==> config.mk <==
export PLATFORM = sky130hd
export DESIGN_NAME = program_loader_flat
export DESIGN_NICKNAME = d
export VERILOG_FILES = /design/src/rtl/program_loader_if.sv /design/src/rtl/program_loader.sv /design/src/flat_wrapper.sv
export SDC_FILE = /design/constraint.sdc
export NUM_CORES = 1
export LEC_CHECK = 0
export ABC_AREA = 1
export CAP_MARGIN = 20
export CORE_MARGIN = 8
export CORE_UTILIZATION = 45
export DETAILED_ROUTE_END_ITERATION = 10
export PLACE_DENSITY_LB_ADDON = 0.1
export SLEW_MARGIN = 20
export SYNTH_ARGS = -nofsm -noshare
export SYNTH_HDL_FRONTEND = slang
export SYNTH_SLANG_ARGS = --single-unit
==> constraint.sdc <==
create_clock -name clk -period 4.2 [get_ports clk]
set_clock_uncertainty 0.2 [all_clocks]
set_input_delay 0.84 -clock clk [delete_from_list [all_inputs] [get_ports clk]]
set_output_delay 0.84 -clock clk [all_outputs]
set_load 0.005 [all_outputs]
==> src/rtl/program_loader_if.sv <==
// Byte-stream in / RAM load bus out for program_loader.
// slave is the loader's view, master the feeder/observer's view.
interface program_loader_if;
  logic        start;
  logic        rx_valid;
  logic [7:0]  rx_data;
  logic        rx_ready;
  logic        load;
  logic [31:0] loadAddress;
  logic [31:0] loadInstruction;
  logic        cpu_hold;
  logic        done;
  logic        error;

  modport slave (
    input  start, rx_valid, rx_data,
    output rx_ready, load, loadAddress, loadInstruction, cpu_hold, done, error
  );

  modport master (
    output start, rx_valid, rx_data,
    input  rx_ready, load, loadAddress, loadInstruction, cpu_hold, done, error
  );
endinterface

==> src/rtl/program_loader.sv <==
// Framed byte-stream loader: 16-bit BE word count, then 4*N bytes packed into BE 32-bit RAM writes.
// Define LOADER_CHECKSUM_EN to require a trailing XOR checksum byte after the data.
module program_loader #(
  parameter logic [31:0] START_ADDR = 32'h0,
  parameter int unsigned MEM_BYTES  = 512
) (
  input logic             clk,
  input logic             rst,
  program_loader_if.slave bus
);

  localparam int unsigned MaxWords = MEM_BYTES / 4;

  typedef enum logic [2:0] {
    StIdle,
    StHdrHi,
    StHdrLo,
    StData,
    StWrite,
`ifdef LOADER_CHECKSUM_EN
    StCsum,
`endif
    StDone,
    StErr
  } state_e;

  state_e      state_q, state_d;
  logic [15:0] count_q, count_d;
  logic [1:0]  idx_q, idx_d;
  logic [31:0] addr_q, addr_d;
  logic [31:0] word_q, word_d;
  logic [15:0] hdr_n;
  logic        xfer;
  logic        ready_d;
`ifdef LOADER_CHECKSUM_EN
  logic [7:0]  csum_q, csum_d;
`endif

  assign xfer  = bus.rx_valid & bus.rx_ready;
  assign hdr_n = {count_q[15:8], bus.rx_data};

  always_comb begin
    state_d = state_q;
    count_d = count_q;
    idx_d   = idx_q;
    addr_d  = addr_q;
    word_d  = word_q;
`ifdef LOADER_CHECKSUM_EN
    csum_d  = csum_q;
`endif
    unique case (state_q)
      StIdle, StErr: begin
        if (bus.start) begin
          state_d = StHdrHi;
          addr_d  = START_ADDR;
`ifdef LOADER_CHECKSUM_EN
          csum_d  = 8'h00;
`endif
        end
      end
      StHdrHi: begin
        if (xfer) begin
          count_d = {bus.rx_data, 8'h00};
          state_d = StHdrLo;
        end
      end
      StHdrLo: begin
        if (xfer) begin
          count_d = hdr_n;
          idx_d   = 2'd0;
          if (hdr_n == 16'd0) begin
`ifdef LOADER_CHECKSUM_EN
            state_d = StCsum;
`else
            state_d = StDone;
`endif
          end else if (32'(hdr_n) > MaxWords) begin
            state_d = StErr;
          end else begin
            state_d = StData;
          end
        end
      end
      StData: begin
        if (xfer) begin
          word_d = {word_q[23:0], bus.rx_data};
          idx_d  = idx_q + 2'd1;
`ifdef LOADER_CHECKSUM_EN
          csum_d = csum_q ^ bus.rx_data;
`endif
          if (idx_q == 2'd3) state_d = StWrite;
        end
      end
      StWrite: begin
        // Address/count advance on the edge that ends the load strobe.
        addr_d  = addr_q + 32'd4;
        count_d = count_q - 16'd1;
        idx_d   = 2'd0;
        if (count_q == 16'd1) begin
`ifdef LOADER_CHECKSUM_EN
          state_d = StCsum;
`else
          state_d = StDone;
`endif
        end else begin
          state_d = StData;
        end
      end
`ifdef LOADER_CHECKSUM_EN
      StCsum: begin
        if (xfer) state_d = (bus.rx_data == csum_q) ? StDone : StErr;
      end
`endif
      StDone:  state_d = StIdle;
      default: state_d = StIdle;
    endcase
  end

  always_comb begin
    ready_d = 1'b0;
    unique case (state_d)
      StHdrHi, StHdrLo, StData: ready_d = 1'b1;
`ifdef LOADER_CHECKSUM_EN
      StCsum:                   ready_d = 1'b1;
`endif
      default:                  ready_d = 1'b0;
    endcase
  end

  // Outputs are registered from the next state so they line up with it.
  always_ff @(posedge clk or posedge rst) begin
    if (rst) begin
      state_q      <= StIdle;
      count_q      <= 16'd0;
      idx_q        <= 2'd0;
      addr_q       <= START_ADDR;
      word_q       <= 32'd0;
`ifdef LOADER_CHECKSUM_EN
      csum_q       <= 8'h00;
`endif
      bus.rx_ready <= 1'b0;
      bus.load     <= 1'b0;
      bus.cpu_hold <= 1'b0;
      bus.done     <= 1'b0;
      bus.error    <= 1'b0;
    end else begin
      state_q      <= state_d;
      count_q      <= count_d;
      idx_q        <= idx_d;
      addr_q       <= addr_d;
      word_q       <= word_d;
`ifdef LOADER_CHECKSUM_EN
      csum_q       <= csum_d;
`endif
      bus.rx_ready <= ready_d;
      bus.load     <= (state_d == StWrite);
      bus.cpu_hold <= (state_d != StIdle);
      bus.done     <= (state_d == StDone);
      bus.error    <= (state_d == StErr);
    end
  end

  assign bus.loadAddress     = addr_q;
  assign bus.loadInstruction = word_q;

endmodule

==> src/flat_wrapper.sv <==
// flat-port wrapper written by rule: the top's interface ports become plain ports
module program_loader_flat 
#(
  parameter logic [31:0] START_ADDR = 32'h0,
  parameter int unsigned MEM_BYTES  = 512
)
  (clk, rst, bus_start, bus_rx_valid, bus_rx_data, bus_rx_ready, bus_load, bus_loadAddress, bus_loadInstruction, bus_cpu_hold, bus_done, bus_error);
  program_loader_if bus_i ();
  input logic clk;
  input logic rst;
  input wire logic [$bits(bus_i.start)-1:0] bus_start;
  input wire logic [$bits(bus_i.rx_valid)-1:0] bus_rx_valid;
  input wire logic [$bits(bus_i.rx_data)-1:0] bus_rx_data;
  output wire logic [$bits(bus_i.rx_ready)-1:0] bus_rx_ready;
  output wire logic [$bits(bus_i.load)-1:0] bus_load;
  output wire logic [$bits(bus_i.loadAddress)-1:0] bus_loadAddress;
  output wire logic [$bits(bus_i.loadInstruction)-1:0] bus_loadInstruction;
  output wire logic [$bits(bus_i.cpu_hold)-1:0] bus_cpu_hold;
  output wire logic [$bits(bus_i.done)-1:0] bus_done;
  output wire logic [$bits(bus_i.error)-1:0] bus_error;
  assign bus_i.start = bus_start;
  assign bus_i.rx_valid = bus_rx_valid;
  assign bus_i.rx_data = bus_rx_data;
  assign bus_rx_ready = bus_i.rx_ready;
  assign bus_load = bus_i.load;
  assign bus_loadAddress = bus_i.loadAddress;
  assign bus_loadInstruction = bus_i.loadInstruction;
  assign bus_cpu_hold = bus_i.cpu_hold;
  assign bus_done = bus_i.done;
  assign bus_error = bus_i.error;
  program_loader #(.START_ADDR(START_ADDR), .MEM_BYTES(MEM_BYTES)) u_core (.clk(clk), .rst(rst), .bus(bus_i));
endmodule
==> run summary, run 1 <==
H-tree depth - 3
vias in the first global route - 4106
Final Routed Wirelength - 12.6 mm
layout cell share with drive strength beyond 1 - 5.28%
FF+latch count, synth - 88
RSZ-0062 raised after global routing - no
DRT iter0 DRCs - 409
Placement Setup Slack - 1.19 ns
Initial Util - 46.4%
via count - 4486
Hold Vio Cnt, Final - 0
Fin Setup TNS - 0 ns
Critical Path Slowest Stage Cell - nand2_2
worst-path cell chain - clkdlybuf4s50_1 -> nand2_1 -> inv_1 -> nand2_2 -> mux2_2
Seq/Total Area, Yosys - 45.9%
FP Rows - 37
hold path cells - 1
# DRC - 0
Slew Viols, Final - 0
# hold bufs at CTS - 0
Worst Hold Path EP - u_core.idx_q[0]
fin nets - 749
ys flop type - dfrtp_1
FFs w/ async S/R, synth - 100%
Placed Area - 0.00566 mm^2
fin crit period - 2.62 ns
Max IR drop VDD - 0.251 mV
Root Buffer - clkbuf_8
FF-to-FF End - u_core.bus.loadAddress[22]
Period Utilization, post-route - 62.3%
critical path class - in2reg
Num CTS Buffers - 9
Fillers - 986
Die Area - 0.0142 mm^2
most common cell in the synthesized netlist - nand2_1
Yosys warnings - 0
Post-CTS Setup Bufs - 0
post-synth top area share - 45.9%
Die Wd - 119 um
post-synthesis cell count - 656
I/O pins - 81
Worst-Skew Late Latency - 0.37 ns
Post-Layout Cell Count - 874
CTS tree - built
worst-path maximum fanout - 56
Critical Path Start Type - primary input
Max-Cap Viols - 0
reg-to-reg startpoint - u_core.state_q[1]
Clock Sinks - 88
Clock Pin Slew Worst Setup and Hold Paths - 0.09 ns
vias per inst - 5.13
PortBufs - 78
placed insts - 858
Critical Path RT - 4.25 ns
syn_area_per_cell - 7.31 um^2
Die Height - 119 um
Reg2Reg Depth - 7
number of flops mapped to enable cells by yosys - 0
fmax - 0.382 GHz
antenna cells - 0
worst setup margin - 1.58 ns
GRT Total Usage - 17.5%
first-pass GRT wire length - 20.5 mm
Detail Placement HPWL - 9.43 mm
Remaining Overflow, GRT - 0
initial antenna violation count - 0
clock buffer depth - 2
Cell variety after synth - 30
P_leak - 2.66 nW
Worst Max-Slew Pin Slew - 0.935 ns
First-pass DRT Iterations - 5
Worst EP arrival - 2.66 ns
largest cells by area after synthesis - dfrtp_1, nand2_1, nor2_1
Core Footprint - 0.0103 mm^2
synthesis-to-layout area growth - 21.9%
Max transition margin - 37.5%
largest area contributor in the netlist - dfrtp_1
commonest cells in the netlist - nand2_1, nor2_1, dfrtp_1
Hold WC Path Type - reg2reg
max incr delay on CP - 0.69 ns
r2r setup slk - 1.95 ns
Post-DRT Antenna Nets - 0
hold_sp - u_core.idx_q[0]
Cell Pwr Density - 544 mW/mm^2
mapped cell area - 0.00479 mm^2
Finish-stage setup viols - 0
Routability Congestion - 0.966
largest net degree at the start of global routing - 57
CP endpoint kind - flop
fin area - 0.00584 mm^2
Routed WL per cell - 14.4 um
outcome - finished, final reports clean
post-cts resize count - 0
-- logic make-up (layout without fill, tap and decap cells) --
kind of cell,Yosys count,count (layout),synth area share (%)
other,1,2,0.0782
multiplexers,8,8,1.88
AND/OR/NAND/NOR,356,356,30.6
buffers and inverters,99,180,9.11
XOR/XNOR,1,1,0.183
AO/OA/AOI/OAI,99,99,11.2
adder cells (fa/ha/maj),4,4,1.04
flip-flops,88,88,45.9
-- area by class of cell --
| class | instances | area [um^2] | share of cell area, % |
|---|---|---|---|
| clock inverter | 6 | 48.8 | 0.835 |
| sequential | 88 | 2200 | 37.7 |
| inverter | 84 | 317 | 5.42 |
| multi-input combinational | 470 | 2160 | 36.9 |
| tap | 136 | 170 | 2.91 |
| timing repair buffer | 80 | 808 | 13.8 |
| clock buffer | 10 | 138 | 2.36 |
-- metrics by stage --
step                total power [mW]  utilization [%]  hold WS (ns)
finish                          3.18             56.6         0.291
global route                    3.41             56.6         0.314
CTS                             3.21             56.6         0.296
detailed placement              2.63             54.8         0.280
global placement                2.59             54.8         0.272
floorplan                       2.07                -         0.251
-- placed cells by master, fill, tap and decap left out, types with 4 or more instances in the layout --
cell type and count:
nand2_1 178, o21ai_0 38, nor2_1 91, dfrtp_1 88, inv_6 4, ha_1 4
nand3_1 57, mux2_2 8, nor3_1 15, nand2_2 5, nand4_1 7, o21ai_1 14
clkdlybuf4s50_1 78, inv_1 80, o22ai_1 6, clkbuf_8 10, a21oi_1 31
-- worst max path at each step --
stage	from	to	slack [ns]	cells past startpoint
6_report	bus_rx_valid	u_core.bus.loadInstruction[31]	1.58	5
5_1_grt	bus_rx_valid	u_core.bus.loadInstruction[28]	1.49	5
4_1_cts	bus_rx_valid	u_core.bus.loadInstruction[28]	1.58	5
3_5_place_dp	bus_rx_valid	u_core.bus.loadInstruction[28]	1.19	5
3_3_place_gp	bus_rx_valid	u_core.bus.loadInstruction[24]	1.25	5
2_1_floorplan	rst	u_core.bus.cpu_hold	0.88	1
-- per-layer routing --
layer | up-vias | global-route usage (%) | wire length, um
met4 | 0 | 5.93 | 152
met2 | 149 | 27.4 | 5740
met1 | 2066 | 23.8 | 5780
met5 | - | 0 | 0
li1 | 2258 | - | -
met3 | 13 | 3.35 | 896
-- sequential cells by signal, summed over array words and instances (netlist names) --
register,cells
u_core.state_q,3
u_core.bus.done,1
u_core.bus.error,1
u_core.bus.loadInstruction,32
u_core.bus.loadAddress,30
u_core.idx_q,2
u_core.bus.rx_ready,1
u_core.bus.cpu_hold,1
u_core.count_q,16
u_core.bus.load,1
-- critical path: cells and delay by family --
family / cells / cell delay (ns)
buffers and inverters: 2 / 0.56
muxes: 1 / 0.41
and+or+nand+nor: 2 / 0.82
-- power by group --
| part | internal, mW | switching [mW] | leakage [nW] |
|---|---|---|---|
| Sequential | 1.10 | 0.206 | 1.14 |
| Combinational | 0.577 | 0.723 | 1.43 |
| Clock | 0.240 | 0.334 | 0.0981 |
(Power assumes the default switching activity.)
==> inputs of run 2 (changes only) <==
==> constraint.sdc (replaced) <==
create_clock -name clk -period 2.12 [get_ports clk]
set_clock_uncertainty 0.2 [all_clocks]
set_input_delay 0.424 -clock clk [delete_from_list [all_inputs] [get_ports clk]]
set_output_delay 0.424 -clock clk [all_outputs]
set_load 0.005 [all_outputs]
==> run 2 against run 1 <==
  * Sequential power is 97% higher
  * Core utilization increased by 2.4 points
  * Die area stayed put
  * Cell area is 4.2% higher
  * Flip-flop and latch count is the same
  * Sequential share of layout area fell by 1.5 points
  * Clock power grew 120%
  * Count of clock-buffer cells in the layout is 1 lower
  * Combinational power grew 120%
  * Setup slack worse by 1.5 ns
  * Critical path depth fell by 4
  * Non-clock buffer count increased by 24
  * Largest power group is now combinational logic
  * Highest routed layer unchanged
==> run summary, run 2 (same netlist as run 1, synthesis figures left out) <==
worst-path maximum fanout - 8
synthesis-to-layout area growth - 27.0%
commonest non-fill, non-tap cell in the layout - nand2_1
fin crit period - 2.04 ns
Finish-stage setup viols - 0
CTS tree - built
WP buf/inv - 1
max incr delay on CP - 0.57 ns
Remaining Overflow, GRT - 0
Hold Vio Cnt, Final - 0
Internal - 4.05 mW
GRT Total Usage - 18.6%
fmax - 0.489 GHz
total power - 6.63 mW
DRT iter0 DRCs - 389
Post-DRT Antenna Nets - 0
Die Area - 0.0142 mm^2
Critical Path Start Type - flop
met1 Usage GRT - 24.8%
Clock Sinks - 88
Cell Pwr Density - 1090 mW/mm^2
CP endpoint kind - primary output
Critical Path Slowest Stage Cell - clkdlybuf4s50_1
largest net degree at the start of global routing - 61
Core Footprint - 0.0103 mm^2
Period Utilization, post-route - 96.4%
I/O pins - 81
Comb power frac - 42.4%
Detail Placement HPWL - 9.89 mm
layout cell share with drive strength beyond 1 - 8.66%
# DRC - 0
P_leak - 2.80 nW
CP delay by family, top - buffers and inverters
max reg flops - 32
outcome - finished, final reports clean
H-tree depth - 3
Num CTS Buffers - 9
antenna cells - 0
clock network fraction of design power - 18.9%
worst setup margin - 0.0768 ns
Max-Cap Viols - 0
vias per inst - 5.06
Post-Layout Cell Count - 898
commonest non-fill, non-tap cells in the layout - nand2_1, nor2_1, dfrtp_1, inv_1, clkdlybuf4s50_1
Max transition margin - 65.9%
fin nets - 773
Critical Path RT - 1.50 ns
Routability Congestion - 0.918
Max IR drop VDD - 0.640 mV
Worst-Skew Late Latency - 0.37 ns
first-pass GRT wire length - 21.7 mm
RSZ-0062 raised after global routing - no
clock buffer depth - 2
Clock Pin Slew Worst Setup and Hold Paths - 0.10 ns
sequential cell fraction of total power - 38.6%
placed insts - 882
initial antenna violation count - 0
Fillers - 974
Slew Viols, Final - 0
Switching Power - 2.58 mW
Worst Max-Slew Pin Slew - 0.508 ns
FP Rows - 37
Routed WL per cell - 14.4 um
Die Height - 119 um
Initial Util - 46.4%
worst-path cell chain - clkdlybuf4s50_1
Post-CTS Setup Bufs - 0
Most Crowded Layer GR - met2
fraction of met2 tracks used by global routing - 29.2%
sw frac - 38.9%
Die Wd - 119 um
GRT met3 Usage - 3.78%
Placement Setup Slack - -0.0689 ns
Fin Setup TNS - 0 ns
via count - 4543
Final Routed Wirelength - 12.9 mm
vias in the first global route - 4404
First-pass DRT Iterations - 5
Worst EP arrival - 1.42 ns
Hold WC Path Type - in2async
Hold Slack - 0.286 ns
PortBufs - 78
Root Buffer - clkbuf_8
critical path class - reg2out
## run 2: changes by cell type in the layout (fill, tap and decap cells not counted), sizes merged
cell,delta
bufinv,+1
clkbuf,-1
clkinvlp,+1
clkinv,-1
buf,+24
## run 2: final cells by class
class | instances | area [um^2] | area share [%]
clock buffers | 9 | 124 | 2.04
clock inverters | 7 | 86.3 | 1.42
inverters | 84 | 319 | 5.24
multi-input cells | 470 | 2170 | 35.7
flip-flops and latches | 88 | 2200 | 36.2
well taps | 136 | 170 | 2.80
repair buffers | 104 | 1010 | 16.7
## run 2: power groups by stage
stage | Sequential, mW | Combinational, mW | Clock [mW]
after floorplan | 2.55 | 1.54 | 0
after global placement | 2.58 | 2.77 | 0
after detailed placement | 2.59 | 2.83 | 0
after CTS | 2.56 | 2.83 | 1.29
after global routing | 2.63 | 3.18 | 1.35
final | 2.56 | 2.81 | 1.25
## run 2: what timing repair did
| action | CTS | global route |
|---|---|---|
| gates resized for setup | 0 | 4 |
| setup endpoints to repair | 0 | 15 |
| hold buffers | 0 | 0 |
## run 2: routing by layer
layer	vias to the layer above	share of wire, %
li1	2319	-
met1	2071	47
met2	137	45
met3	16	5.7
met4	0	1.6
met5	-	0
## run 2: stage by stage
| stage | instance area [um^2] | utilization [%] |
|---|---|---|
| 2_1_floorplan | 4800 | - |
| 3_3_place_gp | 5860 | 56.8 |
| 3_5_place_dp | 5860 | 56.8 |
| 4_1_cts | 6070 | 58.8 |
| 5_1_grt | 6090 | 59.0 |
| 6_report | 6090 | 59.0 |
## run 2: worst paths after layout
check	start	end	slack, ns	cells after the start
min in group clk	u_core.idx_q[0]	u_core.idx_q[0]	0.30	1
setup reg to reg	u_core.bus.loadAddress[3]	u_core.bus.loadAddress[12]	0.15	7
setup / recovery	u_core.bus.loadAddress[25]	bus_loadAddress[25]	0.08	1
max in group asynchronous	rst	u_core.bus.loadAddress[10]	1.11	3
hold / removal	rst	u_core.bus.loadInstruction[26]	0.29	3
hold reg to reg	u_core.idx_q[0]	u_core.idx_q[0]	0.30	1
